$ cat config.mk
export PLATFORM = sky130hd
export DESIGN_NAME = fetch_controller
export DESIGN_NICKNAME = d
export VERILOG_FILES = /design/src/rtl/fetch_pkg.sv /design/src/rtl/fetch_pc_gen.sv /design/src/rtl/fetch_controller.sv
export SDC_FILE = /design/constraint.sdc
export NUM_CORES = 1
export LEC_CHECK = 0
export CAP_MARGIN = 20
export CORE_MARGIN = 4
export CORE_UTILIZATION = 30
export DETAILED_ROUTE_END_ITERATION = 16
export PLACE_DENSITY = 0.77
export SLEW_MARGIN = 20
export SYNTH_ARGS = -nofsm -noshare
export SYNTH_HDL_FRONTEND = slang
export SYNTH_SLANG_ARGS = --single-unit
$ cat constraint.sdc
create_clock -name clk -period 1.8 [get_ports clk]
set_input_delay 0.36 -clock clk [delete_from_list [all_inputs] [get_ports clk]]
set_output_delay 0.36 -clock clk [all_outputs]
set_load 0.005 [all_outputs]
$ cat src/rtl/fetch_pkg.sv
// fetch_pkg: shared types and default widths for the instruction fetch controller.
//   fc_state_e  - controller FSM states (IDLE / LOAD / RUN / HALT)
//   FC_ADDR_W   - default instruction memory address width (words)
//   FC_DATA_W   - default instruction word width
package fetch_pkg;

  localparam int unsigned FC_ADDR_W = 10;
  localparam int unsigned FC_DATA_W = 32;

  typedef enum logic [1:0] {
    FC_IDLE = 2'd0,
    FC_LOAD = 2'd1,
    FC_RUN  = 2'd2,
    FC_HALT = 2'd3
  } fc_state_e;

endpackage

$ cat src/rtl/fetch_pc_gen.sv
// fetch_pc_gen: program counter register for the fetch controller.
// Ports:
//   clk, rst      - clock, synchronous active-high reset (pc <= RESET_PC)
//   set_start     - reload pc with RESET_PC (entering RUN)
//   redirect_en   - load pc from redirect_addr
//   redirect_addr - redirect target
//   advance       - increment pc (wraps modulo 2**ADDR_W)
//   pc            - current program counter
// Priority: set_start > redirect_en > advance > hold.
module fetch_pc_gen #(
  parameter int unsigned ADDR_W   = 10,
  parameter int unsigned RESET_PC = 0
) (
  input  logic              clk,
  input  logic              rst,
  input  logic              set_start,
  input  logic              redirect_en,
  input  logic [ADDR_W-1:0] redirect_addr,
  input  logic              advance,
  output logic [ADDR_W-1:0] pc
);

  localparam logic [ADDR_W-1:0] START_PC = ADDR_W'(RESET_PC);

  always_ff @(posedge clk) begin
    if (rst) begin
      pc <= START_PC;
    end else if (set_start) begin
      pc <= START_PC;
    end else if (redirect_en) begin
      pc <= redirect_addr;
    end else if (advance) begin
      pc <= pc + 1'b1;
    end
  end

endmodule

$ cat src/rtl/fetch_controller.sv
// fetch_controller: owns the single instruction memory port. Preloads program
// words from a loader (LOAD), then issues sequential fetches (RUN) with stall,
// redirect and halt control. The memory has a 1-cycle registered read, so
// instr_valid/instr_pc are registered to line up with the returned data.
// Ports:
//   clk, rst                     - clock, synchronous active-high reset
//   load_start, run_start        - IDLE: enter LOAD / enter RUN
//   load_valid/addr/data/done    - loader word interface; load_ready high in LOAD
//   stall, redirect_valid/addr   - pipeline control in RUN
//   halt_req                     - enter sticky HALT; halted reports it
//   imem_addr/wdata/we           - combinational memory port
//   instr_valid, instr_pc        - read data this cycle is a live instruction at instr_pc
// Optional (macro FETCH_CTRL_PERF_EN): fetch_count, bubble_count saturating
//   counters of issue cycles and non-issue RUN cycles.
module fetch_controller
  import fetch_pkg::*;
#(
  parameter int unsigned ADDR_W   = FC_ADDR_W,
  parameter int unsigned DATA_W   = FC_DATA_W,
  parameter int unsigned RESET_PC = 0
) (
  input  logic              clk,
  input  logic              rst,
  input  logic              load_start,
  input  logic              run_start,
  input  logic              load_valid,
  input  logic [ADDR_W-1:0] load_addr,
  input  logic [DATA_W-1:0] load_data,
  input  logic              load_done,
  output logic              load_ready,
  input  logic              stall,
  input  logic              redirect_valid,
  input  logic [ADDR_W-1:0] redirect_addr,
  input  logic              halt_req,
  output logic [ADDR_W-1:0] imem_addr,
  output logic [DATA_W-1:0] imem_wdata,
  output logic              imem_we,
  output logic              instr_valid,
  output logic [ADDR_W-1:0] instr_pc,
  output logic              halted
`ifdef FETCH_CTRL_PERF_EN
  ,
  output logic [31:0]       fetch_count,
  output logic [31:0]       bubble_count
`endif
);

  localparam logic [ADDR_W-1:0] START_PC = ADDR_W'(RESET_PC);

  fc_state_e         state, state_nxt;
  logic [ADDR_W-1:0] pc;
  logic              in_run;
  logic              issue;
  logic              set_start;
  logic              redirect_en;

  assign in_run      = (state == FC_RUN);
  assign issue       = in_run && !stall && !redirect_valid && !halt_req;
  assign redirect_en = in_run && !halt_req && redirect_valid;
  assign set_start   = ((state == FC_IDLE) && !load_start && run_start) ||
                       ((state == FC_LOAD) && load_done);
  assign halted      = (state == FC_HALT);

  fetch_pc_gen #(
    .ADDR_W   (ADDR_W),
    .RESET_PC (RESET_PC)
  ) u_pc_gen (
    .clk           (clk),
    .rst           (rst),
    .set_start     (set_start),
    .redirect_en   (redirect_en),
    .redirect_addr (redirect_addr),
    .advance       (issue),
    .pc            (pc)
  );

  always_ff @(posedge clk) begin
    if (rst) begin
      state       <= FC_IDLE;
      instr_valid <= 1'b0;
      instr_pc    <= '0;
    end else begin
      state       <= state_nxt;
      instr_valid <= issue;
      if (issue) begin
        instr_pc <= pc;
      end
    end
  end

  always_comb begin
    state_nxt = state;
    unique case (state)
      FC_IDLE: begin
        if (load_start) begin
          state_nxt = FC_LOAD;
        end else if (run_start) begin
          state_nxt = FC_RUN;
        end
      end
      FC_LOAD: if (load_done) state_nxt = FC_RUN;
      FC_RUN:  if (halt_req)  state_nxt = FC_HALT;
      FC_HALT: state_nxt = FC_HALT;
      default: state_nxt = FC_IDLE;
    endcase
  end

  // Reset overrides the port combinationally so a write presented in the
  // reset cycle never reaches memory.
  always_comb begin
    imem_addr  = pc;
    imem_wdata = '0;
    imem_we    = 1'b0;
    load_ready = 1'b0;
    if (rst) begin
      imem_addr = START_PC;
    end else if (state == FC_LOAD) begin
      imem_addr  = load_addr;
      imem_wdata = load_data;
      imem_we    = load_valid;
      load_ready = 1'b1;
    end
  end

`ifdef FETCH_CTRL_PERF_EN
  always_ff @(posedge clk) begin
    if (rst) begin
      fetch_count  <= '0;
      bubble_count <= '0;
    end else begin
      if (issue && (fetch_count != '1)) begin
        fetch_count <= fetch_count + 32'd1;
      end
      if (in_run && !issue && (bubble_count != '1)) begin
        bubble_count <= bubble_count + 32'd1;
      end
    end
  end
`endif

endmodule

==> metrics.md <==
| Metric | Value |
|---|---|
| Crit path buf inv count | 1 |
| Unique masters post-synth | 29 |
| Initial antenna violation count | 0 |
| Io pins | 117 |
| Max Slew Vio Count | 0 |
| Share of layout cells above drive strength 1 | 34.73% |
| Drt initial violations | 58 |
| Crit-path max FO | 8 |
| Total number of vias | 1,883 |
| Avg Synthesized Cell Area | 7.273 um^2 |
| Clock sink count | 23 |
| Worst min-delay path class | flip-flop to flip-flop |
| XOR/XNOR Fraction of Synth Area | 4.865% |
| Slowest cell on the critical path | or4b_4 |
| PnR worst setup slack | -0.01777 ns |
| Core area | 4504 um^2 |
| Adder-Cell Fraction of Synth Area | 0.8688% |
| Critical path launch point type | flip-flop |
| Setup crit end kind | flip-flop |
| RR Endpoint | u_pc_gen.pc[7] |
| Register-to-Register Setup Slack | -0.02 ns |
| Vias in the first global route | 2,059 |
| Max Cap Viol | 0 |
| Max_slew headroom | 71.72% |
| Setup TNS | -0.04248 ns |
| CP Class | flip-flop to flip-flop |
| Cell Rows | 24 |
| Power, Total | 1.319 mW |
| Register area share after synthesis | 31.97% |
| Area Overhead vs Synth | 101.0% |
| Worst Path Required | 1.98 ns |
| Worst Skew | 0.004033 ns |
| Clock buffer depth | 2 |
| CTS tree | built |
| Antenna Cells | 0 |
| Yosys top cell area share | 31.97% |
| Final clock period utilization by the worst path | 101.0% |
| Die area | 5973 um^2 |
| Post-synth top area cell | dfxtp_1 |
| Compound-Gate Fraction of Synth Area | 14.51% |
| Violations in the final reports | negative setup slack |
| FF-to-FF Start | state[0] |
| Via density | 4.878 |
| Status | finished with violations |
| Main combinational cell family by area after synthesis | simple AND/OR/NAND/NOR gates |
| Mux cell area share after synthesis | 0% |
| Post-Syn Instances | 198 |
| Flops & latches, synth | 23 |
| H-tree levels | 1 |
| Pre-CTS setup slack | -0.4346 ns |
| Root Driver | clkbuf_8 |
| Synth top area cells | dfxtp_1, and2_1, nand2_1 |
| Max VDD drop | 237.6 uV |
| RSZ-0062 raised after global routing | true |
| Netlist area before placement | 1440 um^2 |
| Die height | 77.29 um |
| Die width | 77.29 um |
| DR pass1 iterations | 4 |
| First-pass GRT wire length | 9666 um |
| Grt total ovfl | 0 |
| Min Tclk post-route | 1.818 ns |
| GPL Wtd Cong | 0.7948 |
| DR WL/cell | 15.97 um |
| Fillers | 401 |
| Port-buffer cells | 116 |
| Simple-gate portion of the synthesized area | 42.05% |
| Post-DRT Antenna Nets | 0 |
| Worst hold endpoint | instr_pc[8] |
| Num CTS Buffers | 3 |
| Critical Path AT | 2.00 ns |
| HPWL Detailed | 4671 um |
| WHS Path Cells | 2 |
| Worst-Skew Late Latency | 0.26 ns |
| PwrDens | 455.8 nW/um^2 |
| DRC violations left | 0 |
| Max Freq | 0.5501 GHz |
| Mapped Nets | 260 |
| Final setup vio count | 6 |
| Hold path start | instr_pc[8] |
| Hold Vio Cnt, Final | 0 |
| Slew @ Worst Pin | 0.4230 ns |
| Clock Pin Slew Worst Setup and Hold Paths | 0.08 ns |
| CTS Hold Bufs | 0 |
| Starting Density | 31.97% |
| YS warnings | 0 |
| Total global-route track usage | 20.49% |
| Routed wire length | 6165 um |
| Slowest stage delay, CP | 0.61 ns |
| Finished Core Util | 64.25% |
| Ordered list of cells on the worst path | buf_6, or4b_4, nor4_4, xnor2_1, a211oi_2 |
| Critical path's top delay family | simple AND/OR/NAND/NOR gates |
| R2R cell count | 5 |
| Final Net Count | 397 |
| Static Leakage | 1.283 nW |
| Largest net degree at the start of global routing | 24 |
-- layout by cell type (no fill, tap or decap), types with 3 or more instances in the layout --
cell type	netlist	final
a21oi_1	22	14
inv_1	4	3
a21oi_2	0	8
buf_6	2	14
clkbuf_8	0	3
nand2_4	0	5
nand4_1	3	3
a211oi_1	5	4
xnor2_1	6	6
buf_2	0	18
nor4_4	1	3
dlygate4sd2_1	0	4
clkdlybuf4s50_1	0	68
and2_4	0	4
and2_1	34	30
nand2_2	0	5
buf_4	0	19
dfxtp_1	23	21
a211oi_2	3	4
nand2_1	46	36
clkbuf_2	0	19
nor2_1	17	16
-- timing repair --
action | CTS | global route
cloned | 4 | 0
pin swaps | 6 | 14
endpoints found under the setup margin | 57 | 56
buffers inserted | 5 | 3
gates resized for setup | 132 | 85
-- metal layers --
layer  routed length [um]  GRT usage [%]  vias to the layer above
li1                     -              -                      924
met1                 2040          19.79                      858
met2                 3312          38.69                       89
met3                  649          8.314                       12
met4                  163          7.295                        0
met5                    0              0                        -
-- area by class of cell --
type,instances,area (um^2),share of cell area (%)
Sequential cell,23,465.4,16.08
Tap cell,52,65.06,2.248
Multi-Input combinational cell,157,1047,36.19
Inverter,4,15.01,0.5188
Clock buffer,4,45.04,1.556
Timing Repair Buffer,146,1256,43.41
-- through the flow --
stage	cell area [um^2]	std cells	hold WS (ns)
2_1_floorplan	1440	198	0.4291
6_report	2894	386	0.4592
4_1_cts	2897	386	0.4588
3_5_place_dp	2769	373	0.4483
5_1_grt	2894	386	0.4808
3_3_place_gp	2769	373	0.4423
-- worst max-delay path by stage --
stage	to	from	slack (ns)	cells past startpoint
global placement	imem_we	rst	-0.41	5
CTS	imem_wdata[1]	state[1]	-0.15	8
detailed placement	imem_wdata[30]	rst	-0.43	5
floorplan	u_pc_gen.pc[7]	state[0]	0.08	6
global route	u_pc_gen.pc[9]	state[0]	-0.1	6
finish	u_pc_gen.pc[7]	state[0]	-0.02	5
-- worst reg2reg max path: cells and delay by family (launching register included) --
kind | cells | cell delay, ns
and+or+nand+nor | 2 | 0.91
DFF | 1 | 0.37
AOI/OAI and AO/OA | 1 | 0.23
buffers and inverters | 1 | 0.12
xor gates and xnor gates | 1 | 0.11
-- synth_stat cells --
library cell,count
or4b_4,1
nor4b_1,2
buf_6,2
xnor2_1,6
nor2_2,1
nand2b_1,1
dfxtp_1,23
and2_1,34
nor3_2,1
a211oi_1,5
nor2b_1,1
buf_1,1
o21bai_1,1
a211oi_2,3
a22oi_1,1
nor2_1,17
inv_1,4
nor3_1,2
a21oi_1,22
a311oi_1,1
nand3_1,2
ha_1,1
xor2_1,2
nand4bb_1,1
nor4_2,2
nand4_1,3
clkbuf_1,11
nand2_1,46
nor4_4,1
-- state kept, by name (all words and copies together), names as in the netlist --
name,count
instr_valid,1
u_pc_gen.pc,10
state,2
instr_pc,10
-- logic make-up (layout without fill, tap and decap cells) --
group,Yosys count,count (layout)
buffers and inverters,18,154
flip-flops,23,23
AND/OR/NAND/NOR,115,115
XOR/XNOR,8,8
adder cells (fa/ha/maj),1,1
AO/OA/AOI/OAI,33,33
-- power by group --
part           switching [mW]  internal, mW
Combinational           0.187         0.275
Sequential             0.0140         0.523
Clock                   0.162         0.158
Power figures use the tool's default switching activity.
